`config.mk`:
```
export PLATFORM = sky130hd
export DESIGN_NAME = mux8_scan_ctrl_flat
export DESIGN_NICKNAME = d
export VERILOG_FILES = /design/src/rtl/mux8_scan_ctrl_pkg.sv /design/src/rtl/mux8_scan_ctrl_if.sv /design/src/rtl/mux8_scan_ctrl_settle_timer.sv /design/src/rtl/mux8_scan_ctrl.sv /design/src/flat_wrapper.sv
export SDC_FILE = /design/constraint.sdc
export NUM_CORES = 1
export LEC_CHECK = 0
export BUFFER_PORTS_ARGS = -buffer_cell sky130_fd_sc_hd__buf_2
export CAP_MARGIN = 0
export CORE_UTILIZATION = 49
export CTS_BUF_LIST = sky130_fd_sc_hd__clkbuf_16
export CTS_CLUSTER_DIAMETER = 150
export DETAILED_ROUTE_END_ITERATION = 7
export PLACE_DENSITY = 0.72
export SYNTH_ARGS = -nofsm -noshare
export SYNTH_HDL_FRONTEND = slang
export SYNTH_SLANG_ARGS = --single-unit
```
`constraint.sdc`:
```
create_clock -name clk -period 2.3 [get_ports clk]
set_input_delay 0.345 -clock clk [delete_from_list [all_inputs] [get_ports clk]]
set_output_delay 0.345 -clock clk [all_outputs]
set_load 0.05 [all_outputs]
```
`src/rtl/mux8_scan_ctrl_pkg.sv`:
```
// Shared encodings and types for the 8x1 mux scan sequencer.
// Pure declarations; no timing or flow-control behaviour of its own.
package mux8_scan_ctrl_pkg;

    typedef enum logic [1:0] {
        ST_IDLE   = 2'd0,
        ST_SETTLE = 2'd1,
        ST_SAMPLE = 2'd2,
        ST_DONE   = 2'd3
    } state_t;

    typedef logic [2:0] chan_t;

    localparam logic  MODE_FULL   = 1'b0;
    localparam logic  MODE_SINGLE = 1'b1;
    localparam chan_t LAST_CHAN   = 3'd7;

    // A scan ends after a single-mode sample or after the last channel of a full scan.
    function automatic logic scan_ends(input logic mode_q, input chan_t sel);
        return (mode_q == MODE_SINGLE) || (sel == LAST_CHAN);
    endfunction

endpackage

```
`src/rtl/mux8_scan_ctrl_if.sv`:
```
// Request/select/result bundle between a scan requester, the 8x1 mux and the sequencer.
// Wiring only; start is a level request honoured only while the sequencer is idle.
interface mux8_scan_ctrl_if;
    import mux8_scan_ctrl_pkg::*;

    logic        start;
    logic        mode;
    chan_t       chan;
    logic        s1;
    logic        s2;
    logic        s3;
    logic        mux_o;
    logic        busy;
    logic        done;
    logic [7:0]  result;

    modport slave (
        input  start, mode, chan, mux_o,
        output s1, s2, s3, busy, done, result
    );

    modport master (
        output start, mode, chan,
        input  s1, s2, s3, mux_o, busy, done, result
    );

endinterface

```
`src/rtl/mux8_scan_ctrl_settle_timer.sv`:
```
// Settle counter: counts enabled cycles from a clear and flags the last settle cycle.
// expire is combinational off the count; clear has priority over enable.
module settle_timer #(
    parameter int SETTLE_CYCLES = 1,
    parameter int CNT_W         = 4
) (
    input  logic clk,
    input  logic rst,
    input  logic clr,
    input  logic en,
    output logic expire
);

    localparam logic [CNT_W-1:0] LAST_CNT = CNT_W'(SETTLE_CYCLES - 1);

    logic [CNT_W-1:0] cnt;

    always_ff @(posedge clk or posedge rst) begin
        if (rst) begin
            cnt <= '0;
        end else if (clr) begin
            cnt <= '0;
        end else if (en) begin
            cnt <= cnt + 1'b1;
        end
    end

    assign expire = en && (cnt == LAST_CNT);

endmodule

```
`src/rtl/mux8_scan_ctrl.sv`:
```
// Drives the 8x1 mux selects, settles each channel, then samples it into result.
// Single scan: done at start+S+2; full scan: start+1+8(S+1); start ignored while busy or in DONE.
module mux8_scan_ctrl
    import mux8_scan_ctrl_pkg::*;
#(
    parameter int SETTLE_CYCLES = 1,
    parameter int CNT_W         = 4
) (
    input  logic             clk,
    input  logic             rst,
    mux8_scan_ctrl_if.slave  bus
);

    state_t     state;
    chan_t      sel;
    logic       mode_q;
    logic [7:0] result_q;
    logic       busy_q;
    logic       done_q;

    logic       tmr_clr;
    logic       tmr_en;
    logic       tmr_expire;

    // The counter restarts from zero on every entry into SETTLE.
    assign tmr_clr = (state == ST_IDLE) || (state == ST_SAMPLE);
    assign tmr_en  = (state == ST_SETTLE);

    settle_timer #(
        .SETTLE_CYCLES (SETTLE_CYCLES),
        .CNT_W         (CNT_W)
    ) u_settle_timer (
        .clk    (clk),
        .rst    (rst),
        .clr    (tmr_clr),
        .en     (tmr_en),
        .expire (tmr_expire)
    );

    always_ff @(posedge clk or posedge rst) begin
        if (rst) begin
            state    <= ST_IDLE;
            sel      <= '0;
            mode_q   <= MODE_FULL;
            result_q <= 8'h00;
            busy_q   <= 1'b0;
            done_q   <= 1'b0;
        end else begin
            case (state)
                ST_IDLE: begin
                    done_q <= 1'b0;
                    if (bus.start) begin
                        mode_q <= bus.mode;
                        sel    <= (bus.mode == MODE_SINGLE) ? bus.chan : chan_t'(0);
                        busy_q <= 1'b1;
                        state  <= ST_SETTLE;
                    end
                end
                ST_SETTLE: begin
                    if (tmr_expire) begin
                        state <= ST_SAMPLE;
                    end
                end
                ST_SAMPLE: begin
                    // Selects advance only at the closing edge, so the sampled channel is stable.
                    result_q[sel] <= bus.mux_o;
                    if (scan_ends(mode_q, sel)) begin
                        busy_q <= 1'b0;
                        done_q <= 1'b1;
                        state  <= ST_DONE;
                    end else begin
                        sel   <= sel + 3'd1;
                        state <= ST_SETTLE;
                    end
                end
                ST_DONE: begin
                    done_q <= 1'b0;
                    state  <= ST_IDLE;
                end
                default: begin
                    busy_q <= 1'b0;
                    done_q <= 1'b0;
                    state  <= ST_IDLE;
                end
            endcase
        end
    end

    assign bus.s1     = sel[2];
    assign bus.s2     = sel[1];
    assign bus.s3     = sel[0];
    assign bus.busy   = busy_q;
    assign bus.done   = done_q;
    assign bus.result = result_q;

endmodule

```
`src/flat_wrapper.sv`:
```
// flat-port wrapper written by rule: the top's interface ports become plain ports
module mux8_scan_ctrl_flat import mux8_scan_ctrl_pkg::*;
#(
    parameter int SETTLE_CYCLES = 1,
    parameter int CNT_W         = 4
)
  (clk, rst, bus_start, bus_mode, bus_chan, bus_mux_o, bus_s1, bus_s2, bus_s3, bus_busy, bus_done, bus_result);
  mux8_scan_ctrl_if bus_i ();
  input  logic clk;
  input  logic rst;
  input wire logic [$bits(bus_i.start)-1:0] bus_start;
  input wire logic [$bits(bus_i.mode)-1:0] bus_mode;
  input wire logic [$bits(bus_i.chan)-1:0] bus_chan;
  input wire logic [$bits(bus_i.mux_o)-1:0] bus_mux_o;
  output wire logic [$bits(bus_i.s1)-1:0] bus_s1;
  output wire logic [$bits(bus_i.s2)-1:0] bus_s2;
  output wire logic [$bits(bus_i.s3)-1:0] bus_s3;
  output wire logic [$bits(bus_i.busy)-1:0] bus_busy;
  output wire logic [$bits(bus_i.done)-1:0] bus_done;
  output wire logic [$bits(bus_i.result)-1:0] bus_result;
  assign bus_i.start = bus_start;
  assign bus_i.mode = bus_mode;
  assign bus_i.chan = bus_chan;
  assign bus_i.mux_o = bus_mux_o;
  assign bus_s1 = bus_i.s1;
  assign bus_s2 = bus_i.s2;
  assign bus_s3 = bus_i.s3;
  assign bus_busy = bus_i.busy;
  assign bus_done = bus_i.done;
  assign bus_result = bus_i.result;
  mux8_scan_ctrl #(.SETTLE_CYCLES(SETTLE_CYCLES), .CNT_W(CNT_W)) u_core (.clk(clk), .rst(rst), .bus(bus_i));
endmodule
```
# ---- Word level (Yosys, flattened, before mapping)
# Cells that the tools add are included.
dict set report word_totals {
  inputBits 8
  regBits 20
}
dict set report op_classes {
  reduce_logical 15
  eq_ne 8
  n_addsub 2
  mux 18
  n_lt_le_gt_ge 2
}
# op n
set ops {}
lappend ops {{3-bit two-way mux} 3}
lappend ops {{8-bit bitwise mux} 1}
lappend ops {{4-bit two-way mux} 2}
lappend ops {{2-bit one-hot mux with 4 select lines} 1}
lappend ops {{2-bit two-way mux} 3}
lappend ops {{2-bit != test (second input constant)} 3}
lappend ops {{3-bit one-hot mux with 2 select lines} 1}
lappend ops {{2-bit AND reduction} 3}
lappend ops {{3-bit AND reduction} 2}
lappend ops {{2-bit nonzero test} 3}
lappend ops {{4-bit by 1-bit adder with 4-bit output (second input constant)} 1}
lappend ops {{2-bit equality test (second input constant)} 2}
lappend ops {{4-bit zero test} 1}
lappend ops {{3-bit by 4-bit < comparator with 1-bit output (second input constant)} 1}
lappend ops {{1-bit two-way mux} 4}
lappend ops {{1-bit one-hot mux with 2 select lines} 2}
lappend ops {{3-bit by 1-bit adder with 3-bit output (second input constant)} 1}
lappend ops {{1-bit demux with 3-bit select} 1}
lappend ops {{3-bit equality test (second input constant)} 1}
lappend ops {{3-bit by 1-bit >= comparator with 1-bit output (second input constant)} 1}
lappend ops {{2-bit by 1-bit equality test with 1-bit output (second input constant)} 1}
lappend ops {{1-bit logical AND} 2}
lappend ops {{2-bit zero test} 1}
lappend ops {{1-bit logical OR} 2}
lappend ops {{other kinds (2)} 2}

# ---- Logic depth before layout (Yosys ltp)
# Gate-level depths: netlist of the first run.
dict set report logic_depth {
  depth_word 5
  depth_mapped 6
}

# ---- By module
# Synthesis of the first run repeated with hierarchy kept, for this count alone.
dict set report unflattened {
  hier_cells 105
  area_unflattened_um2 1128.6
}
# mod n_inst area_each_um2 cells_per_inst seq_area_each_um2
set by_module_without_submodules {}
lappend by_module_without_submodules {mux8_scan_ctrl 1 902.1 82 400.4}
lappend by_module_without_submodules {settle_timer 1 226.5 23 100.1}

# ---- Least setup slack after synthesis of the first run
# No wires, ideal clock.
dict set report synth_path {
  kind {register -> register}
  from {register u_core.sel[0]}
  to {register u_core.sel[0]}
  arrival_ps 1847
  path_slack_ps 328
  synth_period_minus_slack_ps 1972
  stages_incl_launch_ff 6
  setup_ps 125
  path_cell_list {dfrtp_1 -> ha_1 -> ha_1 -> o21a_1 -> nor3_4 -> mux2_2}
}
dict set report synth_via {
  elab_chain_len 4
  word_cells_on_any_way 7
  cone_classes {add/sub: 1; eq/ne: 2; mux: 2; reduce/logical: 2}
}
# item line_no
set synth_rtl {}
lappend synth_rtl {{start, declared} mux8_scan_ctrl.sv:15} ;# chan_t sel;
lappend synth_rtl {{start signal, assigned} mux8_scan_ctrl.sv:54} ;# sel <= (bus.mode == MODE_SINGLE) ? bus.chan : chan_t'(0);
lappend synth_rtl {{start signal, assigned} mux8_scan_ctrl.sv:72} ;# sel <= sel + 3'd1;
lappend synth_rtl {{branches (longest 4 deep; another with 3-bit by 1-bit adder with 3-bit output)} --}
# Parallel ways; which one is timed is not known. The select of a mux whose other input is x is not followed.
# A chain may end at the register's enable or synchronous reset.

# ---- Worst setup path after layout of the first run
dict set report layout_path {
  from {register u_core.state[0]}
  to {register u_core.result_q[2], in the netlist u_core.bus.result[2]}
}
dict set report layout_via {
  elab_chain_len 1
}
# item line_no
set layout_rtl {}
lappend layout_rtl {{start, declared} mux8_scan_ctrl.sv:14} ;# state_t state;
lappend layout_rtl {{start signal, assigned} mux8_scan_ctrl.sv:42} ;# state <= ST_IDLE;
lappend layout_rtl {{start signal, assigned} mux8_scan_ctrl.sv:56} ;# state <= ST_SETTLE;
lappend layout_rtl {{start signal, assigned} mux8_scan_ctrl.sv:61} ;# state <= ST_SAMPLE;
lappend layout_rtl {{2-bit equality test} mux8_scan_ctrl.sv:49} ;# case (state)
lappend layout_rtl {{end signal, assigned by index} mux8_scan_ctrl.sv:66} ;# result_q[sel] <= bus.mux_o;
lappend layout_rtl {{end, declared} mux8_scan_ctrl.sv:17} ;# logic [7:0] result_q;
# No other way between the ends.

==> run summary, run 1 <==
outcome - complete, no violations
Tcrit/Tclk final - 0.8389
clock network latency to the later pin of the worst-skew pair - 0.25 ns
r2r setup slk - 0.37 ns
min cycle time layout - 1.930 ns
Row Count - 16
hold crit path type - input port to asynchronous set/reset pin
Async SR Flop Fraction - 1.000
# clock sinks - 20
worst slew pin tran - 0.7428 ns
dpl ws - 0.3698 ns
setup bufs post-CTS - 0
# DRC - 0
Final ANT Viol Nets - 0
DIE AREA - 2371 um^2
post-synth top area cell - dfrtp_1
Max Slew Vio Count - 0
Synthesized Nets - 112
delay-heaviest family, CP - adder cells
max_slew headroom - 0.5043
CTS resizes - 0
Max stage delay on crit path - 0.48 ns
share of cells above drive strength 1 - 0.3590
DR pass1 iterations - 2
routability cong. - 0.8007
Fmax - 0.5183 GHz
initial drt markers - 1
grt ovf - 0
Final nets - 134
Syn Area/Cell - 11.13 um^2
Post-synth top flop - dfrtp_1
Crit Path Max Fanout - 16
crit path DAT - 2.06 ns
Cell Area, Synth - 1069 um^2
Worst Setup End Kind - flip-flop
Core ar. - 2002 um^2
Critical Path RT - 2.44 ns
YS warnings - 0
clock-pin slew on the worst setup and hold paths - 0.06 ns
drt via density - 5.347
Area contributors post-synth - dfrtp_1 (47%), mux2_2 (13%), ha_1 (9.4%)
global-route usage over all layers - 0.1786
most frequent cell after synthesis - dfrtp_1
Netlist cell types - 31
H-tree level count - 1
Synth top area share - 0.4684
Post-synth EDFFs - 0
largest net degree at the start of global routing - 21
setup ws final - 0.3704 ns
Routed wire per std cell - 13.01 um
Ant. Diodes - 0
synth-to-layout area growth - 21.08%
die height - 48.70 um
number of global-route vias before repair - 738
Fin. Hold Viols - 0
crit path kind - flip-flop to flip-flop
Yosys reg bits - 20
CTS max path bufs - 2
CTS root buf - clkbuf_16
total CTS buffers - 3
first-pass GRT wire length - 3305 um
Post-CTS Hold Buffers - 0
Final setup viols - 0
setup_tns - 0 ns
routed via count - 770
final wirelength - 1874 um
Initial Util - 0.5338
synthesized instance count - 96
synth cell count leaders - dfrtp_1 (20), mux2_2 (12), ha_1 (8)
critical path, cell by cell - inv_1 > ha_1 > nand2b_1 > nor3b_1 > mux2_2
Worst Path Buf+Inv - 1
Max Cap Violations - 0
I/O Buffers - 20
critical path launch point type - flip-flop
crit path max-delay cell type - ha_1
io pins - 21
fillers - 163
Seq/Total Area, Yosys - 0.4684
Die Wd - 48.70 um
CTS tree - done
skew final - 0.003306 ns
dpl hpwl - 1356 um
initial antenna violation count - 0
RSZ-0062 raised after global routing - no
state kept, by name, summed over array words and instances (netlist names):
name                       flops
u_core.bus.result              8
u_core.u_settle_timer.cnt      4
u_core.sel                     3
u_core.state                   2
u_core.bus.busy                1
u_core.bus.done                1
u_core.mode_q                  1
worst reg2reg max path: stages, from the launching register on:
cell and delay [ns]:
dfrtp_1 0.41, inv_1 0.11, ha_1 0.48, nand2b_1 0.21, nor3b_1 0.25, mux2_2 0.35
layout by cell type (no fill, tap or decap), drive strengths merged:
cell     instances
inv              6
nor2b            1
and2b            1
buf             20
or3              1
clkbuf           3
nand2            7
mux2            13
nor3             6
o21a             1
nor3b            1
a211oi           1
a21oi            3
nor2             4
nand4            3
a2bb2oi          1
a22o             3
o2bb2ai          1
nand2b           1
bufinv           1
o21ai            7
a21o             1
nor4             1
or3b             1
ha               8
dfrtp           20
a311oi           1
routing by layer:
layer  vias up  share of wire  GRT usage
met5         -              0          0
met4         0         0.0069    0.08333
met3         2          0.029    0.02830
met2        14           0.47     0.2731
met1       364           0.50     0.2480
li1        390              -          -
metrics by stage:
step / cell area (um^2) / utilization / hold WS, ns / instances
6_report: 1294 / 0.6463 / 0.2152 / 144
5_1_grt: 1294 / 0.6463 / 0.3064 / 144
4_1_cts: 1294 / 0.6463 / 0.2468 / 144
3_5_place_dp: 1189 / 0.5938 / 0.4788 / 140
3_3_place_gp: 1189 / 0.5938 / 0.4679 / 140
2_1_floorplan: 1069 / - / 0.3088 / 96
final timing paths:
check | startpoint | cells past startpoint | end
max in group asynchronous | rst | 2 | u_core.mode_q
setup / recovery | u_core.state[0] | 5 | u_core.bus.result[2]
min in group clk | bus_mode | 2 | u_core.mode_q
hold reg to reg | u_core.u_settle_timer.cnt[3] | 1 | u_core.u_settle_timer.cnt[3]
hold / removal | rst | 2 | u_core.bus.result[5]
setup reg to reg | u_core.state[0] | 5 | u_core.bus.result[2]
kinds of logic (layout without fill, tap and decap cells):
kind of cell	after synthesis	in the layout	share of synthesized area
adders and majority gates	8	8	0.09368
DFF	20	20	0.4684
and+or+nand+nor	27	27	0.1452
buffers and inverters	9	30	0.03394
AOI/OAI and AO/OA	19	19	0.1183
muxes	13	13	0.1405
area by class of cell:
cell class / instances / area, um^2 / area share
clock buffers: 3 / 75.07 / 0.05803
clock inverters: 1 / 30.03 / 0.02321
inverters: 6 / 22.52 / 0.01741
multi-input cells: 67 / 531.8 / 0.4110
flip-flops and latches: 20 / 500.5 / 0.3868
well taps: 27 / 33.78 / 0.02611
repair buffers: 20 / 100.1 / 0.07737
Power of run 1 is not shown: default switching activity piles up to over one toggle a cycle in this logic, so the estimate is an artifact.
==> run 2: changes to the inputs <==
--- a/config.mk
+++ b/config.mk
@@ -5,13 +5,14 @@
 export SDC_FILE = /design/constraint.sdc
 export NUM_CORES = 1
 export LEC_CHECK = 0
+export ABC_AREA = 1
 export BUFFER_PORTS_ARGS = -buffer_cell sky130_fd_sc_hd__buf_2
 export CAP_MARGIN = 0
-export CORE_UTILIZATION = 49
+export CORE_UTILIZATION = 48
 export CTS_BUF_LIST = sky130_fd_sc_hd__clkbuf_16
 export CTS_CLUSTER_DIAMETER = 150
 export DETAILED_ROUTE_END_ITERATION = 7
-export PLACE_DENSITY = 0.72
+export PLACE_DENSITY = 0.73
 export SYNTH_ARGS = -nofsm -noshare
 export SYNTH_HDL_FRONTEND = slang
 export SYNTH_SLANG_ARGS = --single-unit
==> constraint.sdc (replaced) <==
create_clock -name clk -period 1.74 [get_ports clk]
set_input_delay 0.261 -clock clk [delete_from_list [all_inputs] [get_ports clk]]
set_output_delay 0.261 -clock clk [all_outputs]
set_load 0.05 [all_outputs]
==> run summary, run 2 <==
H-tree level count - 1 (unchanged)
Yosys reg bits - 20 (unchanged)
Synth top area share - 0.4499 (was 0.4684)
DR pass1 iterations - 4 (was 2)
critical path launch point type - flip-flop (unchanged)
Max VDD drop - 1.121 mV
Worst Setup SP - u_core.state[0] (unchanged)
worst slew pin tran - 0.3558 ns (was 0.7428 ns)
I/O Buffers - 20 (unchanged)
skew final - 0.002368 ns (was 0.003306 ns)
synthesized instance count - 140 (was 96)
simple-gate share of the synthesized area - 0.3251 (was 0.1452)
number of global-route vias before repair - 913 (was 738)
Hold WS - 0.01986 ns (was 0.2152 ns)
Final nets - 181 (was 134)
Final ANT Viol Nets - 0 (unchanged)
synth cell count leaders - nand2_1 (52), dfrtp_1 (20), inv_1 (11), o21ai_1 (11), nand3_1 (10) (was dfrtp_1 (20), mux2_2 (12), ha_1 (8))
Post-synth top flop - dfrtp_1 (unchanged)
Fin. Hold Viols - 0 (unchanged)
RSZ-0062 raised after global routing - no (unchanged)
initial antenna violation count - 0 (unchanged)
Reg2Reg Depth - 7 (was 5)
crit path kind - flip-flop to flip-flop (unchanged)
fillers - 203 (was 163)
r2r setup slk - 0.21 ns (was 0.37 ns)
Compound-Gate Fraction of Synth Area - 0.06749 (was 0.1183)
Max Slew Vio Count - 0 (unchanged)
setup bufs post-CTS - 0 (unchanged)
Clock power frac - 0.211
Core ar. - 2191 um^2 (was 2002 um^2)
commonest cells after routing, fill and taps aside - nand2_1 (52), buf_2 (20), dfrtp_1 (20) (was buf_2 (20), dfrtp_1 (20), mux2_2 (12))
most common cell after layout, fill and taps aside - nand2_1
CTS max path bufs - 2 (unchanged)
Async SR Flop Fraction - 1.000 (unchanged)
grt ovf - 0 (unchanged)
Netlist cell types - 18 (was 31)
global-route usage over all layers - 0.1984 (was 0.1786)
min cycle time layout - 1.533 ns (was 1.930 ns)
Max Cap Violations - 0 (unchanged)
YS warnings - 0 (unchanged)
P_int - 1.557 mW
multi-input logic area - 536.8 um^2 (was 531.8 um^2)
post-route cell area - 1353 um^2 (was 1294 um^2)
DIE AREA - 2514 um^2 (was 2371 um^2)
Ant. Diodes - 0 (unchanged)
share of cells above drive strength 1 - 0.2317 (was 0.3590)
clock network latency to the later pin of the worst-skew pair - 0.25 ns (about the same)
mux contribution to synthesized area - 0 (was 0.1405)
Post-CTS Hold Buffers - 0 (unchanged)
CTS root buf - clkbuf_16 (unchanged)
Area after DPL - 1247 um^2 (was 1189 um^2)
post-layout util - 0.6174 (was 0.6463)
clock-pin slew on the worst setup and hold paths - 0.06 ns (about the same)
Syn Area/Cell - 7.945 um^2 (was 11.13 um^2)
Crit Path Max Fanout - 9 (was 16)
post-synth top area cell - dfrtp_1 (unchanged)
post-route insts no fill - 192 (was 144)
largest net degree at the start of global routing - 21 (unchanged)
storage element area - 500.5 um^2 (unchanged)
main combinational cell family by area after synthesis - simple AND/OR/NAND/NOR gates (unchanged)
Critical Path RT - 1.87 ns (was 2.44 ns)
first-pass GRT wire length - 3712 um (was 3305 um)
Total Power - 2.970 mW
Area contributors post-synth - dfrtp_1 (45%), nand2_1 (18%), ha_1 (9.0%) (was dfrtp_1 (47%), mux2_2 (13%), ha_1 (9.4%))
dpl hpwl - 1569 um (was 1356 um)
routed via count - 929 (was 770)
routability cong. - 0.7927 (was 0.8007)
logic gate share of total power - 0.510
final wirelength - 2040 um (was 1874 um)
Final setup viols - 0 (unchanged)
synth-to-layout area growth - 21.60% (was 21.08%)
Sw Pwr - 1.413 mW
RR Startpoint - u_core.state[0] (unchanged)
Tcrit/Tclk final - 0.8809 (was 0.8389)
Synthesized Nets - 156 (was 112)
R2R Path End - u_core.bus.result[6] (was u_core.bus.result[2])
drt via density - 4.839 (was 5.347)
Seq/Total Area, Yosys - 0.4499 (was 0.4684)
Seq pwr share - 0.278
Fmax - 0.6524 GHz (was 0.5183 GHz)
PwrDens - 2196 nW/um^2
outcome - complete, no violations (unchanged)
CTS tree - done (unchanged)
dpl ws - 0.2570 ns (was 0.3698 ns)
Die Wd - 50.14 um (was 48.70 um)
Cell Area, Synth - 1112 um^2 (was 1069 um^2)
leakage power - 0.7244 nW
CTS resizes - 0 (unchanged)
# DRC - 0 (unchanged)
most frequent cell after synthesis - nand2_1 (was dfrtp_1)
max_slew headroom - 0.7628 (was 0.5043)
max reg flops - 8 (unchanged)
total CTS buffers - 3 (unchanged)
crit path DAT - 1.66 ns (was 2.06 ns)
hold crit path type - input port to asynchronous set/reset pin (unchanged)
initial drt markers - 8 (was 1)
Routed wire per std cell - 10.63 um (was 13.01 um)
setup ws final - 0.2072 ns (was 0.3704 ns)
Row Count - 17 (was 16)
setup_tns - 0 ns (unchanged)
Post-synth EDFFs - 0 (unchanged)
Post-Synth XOR/XNOR Area - 0 (unchanged)
cell count after placement - 188 (was 140)
adder-cell share of the synthesized area - 0.08999 (was 0.09368)
# clock sinks - 20 (unchanged)
io pins - 21 (unchanged)
die height - 50.14 um (was 48.70 um)
switching portion of total power - 0.4757
Worst Setup End Kind - flip-flop (unchanged)
Initial Util - 0.5077 (was 0.5338)
## run 2: cells by family (layout without fill, tap and decap cells)
logic type	after synthesis	in the layout
adder cells (fa/ha/maj)	8	8
buffers and inverters	19	43
AND/OR/NAND/NOR	78	78
AO/OA/AOI/OAI	15	15
flip-flops	20	20
## run 2: worst max path at each step
stage	depth (start not counted)	end	slack (ns)
floorplan	9	u_core.sel[0]	0.15
global placement	7	u_core.bus.result[6]	0.29
detailed placement	7	u_core.bus.result[6]	0.26
CTS	7	u_core.bus.result[6]	0.20
global route	7	u_core.bus.result[6]	0.02
finish	7	u_core.bus.result[6]	0.21
## run 2: final cells by class
class	instances	area share
Timing Repair Buffer	21	0.07956
Clock buffer	3	0.05550
Sequential cell	20	0.3700
Tap cell	28	0.02590
Multi-Input combinational cell	101	0.3969
Clock inverter	1	0.02220
Inverter	18	0.04995
## run 2: critical path, stage by stage (launching register included)
cell,delay [ns]
dfrtp_1,0.42
inv_1,0.10
ha_1,0.37
inv_2,0.13
nor2_4,0.13
nand3_1,0.11
nand2_1,0.09
o21ai_1,0.07
## run 2: power by group through the flow
| stage | Combinational, mW | Sequential [mW] | Clock [mW] |
|---|---|---|---|
| 2_1_floorplan | 0.770 | 1.28 | 0 |
| 3_3_place_gp | 1.49 | 0.825 | 0 |
| 3_5_place_dp | 1.52 | 0.831 | 0 |
| 4_1_cts | 1.54 | 0.826 | 0.637 |
| 5_1_grt | 1.69 | 0.858 | 0.657 |
| 6_report | 1.52 | 0.827 | 0.627 |
## run 2: metal layers
layer  up-vias  GRT usage  wire length [um]
li1        490          -                 -
met1       422     0.2447               996
met2        12     0.3422               952
met3         5    0.02727                54
met4         0    0.08571                36
met5         -          0                 0
Note: power is estimated with default switching activity, not from simulation.
==> run 3: changes to the inputs <==
--- a/config.mk
+++ b/config.mk
@@ -5,14 +5,13 @@
 export SDC_FILE = /design/constraint.sdc
 export NUM_CORES = 1
 export LEC_CHECK = 0
-export ABC_AREA = 1
 export BUFFER_PORTS_ARGS = -buffer_cell sky130_fd_sc_hd__buf_2
 export CAP_MARGIN = 0
 export CORE_UTILIZATION = 48
 export CTS_BUF_LIST = sky130_fd_sc_hd__clkbuf_16
 export CTS_CLUSTER_DIAMETER = 150
 export DETAILED_ROUTE_END_ITERATION = 7
-export PLACE_DENSITY = 0.73
+export PLACE_DENSITY_LB_ADDON = 0.25
 export SYNTH_ARGS = -nofsm -noshare
 export SYNTH_HDL_FRONTEND = slang
 export SYNTH_SLANG_ARGS = --single-unit
==> run summary, run 3 (synthesized netlist as in run 1, its figures left out) <==
outcome - complete, no violations (unchanged)
global-route usage over all layers - 0.2064 (was 0.1984)
Max Slew Vio Count - 0 (unchanged)
share of cells above drive strength 1 - 0.4496 (was 0.2317)
Max stage delay on crit path - 0.49 ns (was 0.42 ns)
Max Cap Violations - 0 (unchanged)
DR pass1 iterations - 4 (unchanged)
post-route cell area - 1394 um^2 (was 1353 um^2)
Final ANT Viol Nets - 0 (unchanged)
Critical Path RT - 1.88 ns (was 1.87 ns)
Worst Setup SP - u_core.sel[0] (was u_core.state[0])
Fin. Hold Viols - 0 (unchanged)
routability cong. - 0.7965 (was 0.7927)
largest net degree at the start of global routing - 12 (was 21)
Final nets - 146 (was 181)
worst slew pin tran - 0.2855 ns (was 0.3558 ns)
CTS max path bufs - 2 (unchanged)
clock network latency to the later pin of the worst-skew pair - 0.25 ns (about the same)
die height - 49.18 um (was 50.14 um)
Fmax - 0.5759 GHz (was 0.6524 GHz)
hold crit path type - input port to flip-flop (was input port to asynchronous set/reset pin)
setup ws final - 0.003463 ns (was 0.2072 ns)
max_slew headroom - 0.8095 (was 0.7628)
end point of the critical path - u_core.sel[2] (was u_core.bus.result[6])
Routed wire per std cell - 14.21 um (was 10.63 um)
dpl hpwl - 1639 um (was 1569 um)
R2R Path End - u_core.sel[2] (was u_core.bus.result[6])
routed via count - 834 (was 929)
initial drt markers - 12 (was 8)
Core ar. - 2022 um^2 (was 2191 um^2)
initial antenna violation count - 0 (unchanged)
Crit Path Max Fanout - 3 (was 9)
crit path max-delay cell type - dfrtp_4 (was dfrtp_1)
critical path depth - 5 (was 7)
met2 WL - 1078 um (was 952 um)
Worst Setup End Kind - flip-flop (unchanged)
CTS root buf - clkbuf_16 (unchanged)
crit path kind - flip-flop to flip-flop (unchanged)
dpl ws - 0.006935 ns (was 0.2570 ns)
Area after DPL - 1281 um^2 (was 1247 um^2)
# clock sinks - 20 (unchanged)
Routed met1 length - 1034 um (was 996 um)
# DRC - 0 (unchanged)
total CTS buffers - 3 (unchanged)
Reg2Reg Depth - 5 (was 7)
Ant. Diodes - 0 (unchanged)
Tcrit/Tclk final - 0.9980 (was 0.8809)
critical path launch point type - flip-flop (unchanged)
Die Wd - 49.18 um (was 50.14 um)
critical path, cell by cell - ha_4 > ha_1 > o21a_1 > nor3_4 > mux2_2 (was inv_1 > ha_1 > inv_2 > nor2_4 > nand3_1 > nand2_1 > o21ai_1)
fillers - 161 (was 203)
DIE AREA - 2419 um^2 (was 2514 um^2)
number of global-route vias before repair - 805 (was 913)
clock-pin slew on the worst setup and hold paths - 0.06 ns (about the same)
min cycle time layout - 1.737 ns (was 1.533 ns)
io pins - 21 (unchanged)
first-pass GRT wire length - 3726 um (was 3712 um)
CTS tree - done (unchanged)
post-route insts no fill - 156 (was 192)
Top Metal Used - met4 (unchanged)
grt ovf - 0 (unchanged)
final wirelength - 2217 um (was 2040 um)
Worst Path Buf+Inv - 0 (was 2)
Final setup viols - 0 (unchanged)
Row Count - 16 (was 17)
WL met3 - 57 um (was 54 um)
setup_tns - 0 ns (unchanged)
Initial Util - 0.5285 (was 0.5077)
crit path DAT - 1.87 ns (was 1.66 ns)
H-tree level count - 1 (unchanged)
commonest cells after routing, fill and taps aside - buf_2 (20), dfrtp_1 (18), mux2_2 (12) (was nand2_1 (52), buf_2 (20), dfrtp_1 (20))
drt via density - 5.346 (was 4.839)
synth-to-layout area growth - 30.45% (was 21.60%)
most common cell after layout, fill and taps aside - buf_2 (was nand2_1)
r2r setup slk - 0.003 ns (was 0.21 ns)
cell count after placement - 150 (was 188)
skew final - 0.001755 ns (was 0.002368 ns)
RR Startpoint - u_core.sel[0] (was u_core.state[0])
RSZ-0062 raised after global routing - yes (was no)
I/O Buffers - 20 (unchanged)
delay-heaviest family, CP - flip-flops (unchanged)
max reg flops - 8 (unchanged)
run 3: cell count changes in the layout (fill, tap and decap cells not counted), sizes merged, moves of 3 or more:
cell / change
nand2: -46
o21ai: -5
buf: +10
nand3: -10
a22o: +3
nor2: -7
mux2: +13
inv: -11
nor3: +4
nand4: +3
run 3: how the worst min path moves through the flow:
| stage | slack (ns) | to | from | depth (start not counted) |
|---|---|---|---|---|
| floorplan | 0.22 | u_core.bus.busy | rst | 1 |
| global placement | 0.21 | u_core.bus.result[7] | rst | 2 |
| detailed placement | 0.21 | u_core.bus.result[6] | rst | 2 |
| CTS | 0.25 | u_core.mode_q | bus_mode | 2 |
| global route | 0.26 | u_core.mode_q | bus_mode | 2 |
| finish | 0.25 | u_core.mode_q | bus_mode | 2 |
run 3: layout make-up:
type | instances | area, um^2 | area share
flip-flops and latches | 20 | 505.5 | 0.3627
repair buffers | 32 | 192.7 | 0.1382
well taps | 27 | 33.78 | 0.02424
clock inverters | 1 | 3.754 | 0.002693
multi-input cells | 67 | 560.5 | 0.4022
clock buffers | 3 | 75.07 | 0.05386
inverters | 6 | 22.52 | 0.01616
run 3: layer usage:
metal / up-vias / GRT usage
met1: 398 / 0.2703
li1: 415 / -
met2: 16 / 0.3333
met3: 5 / 0.02804
met4: 0 / 0.1029
met5: - / 0
run 3: metrics by stage:
step / util / hold WS (ns)
floorplan: - / 0.2248
global placement: 0.6337 / 0.2081
detailed placement: 0.6337 / 0.2107
CTS: 0.6776 / 0.2453
global route: 0.6894 / 0.2562
finish: 0.6894 / 0.2457
run 3: what timing repair did:
| item | 4_1_cts | 5_1_grt |
|---|---|---|
| gates resized for setup | 0 | 4 |
| endpoints found under the setup margin | 0 | 8 |
| setup buffers | 0 | 1 |
| hold buffers | 1 | 0 |
| endpoints found under the hold margin | 6 | 0 |
Power of run 3 is left out for the same reason.
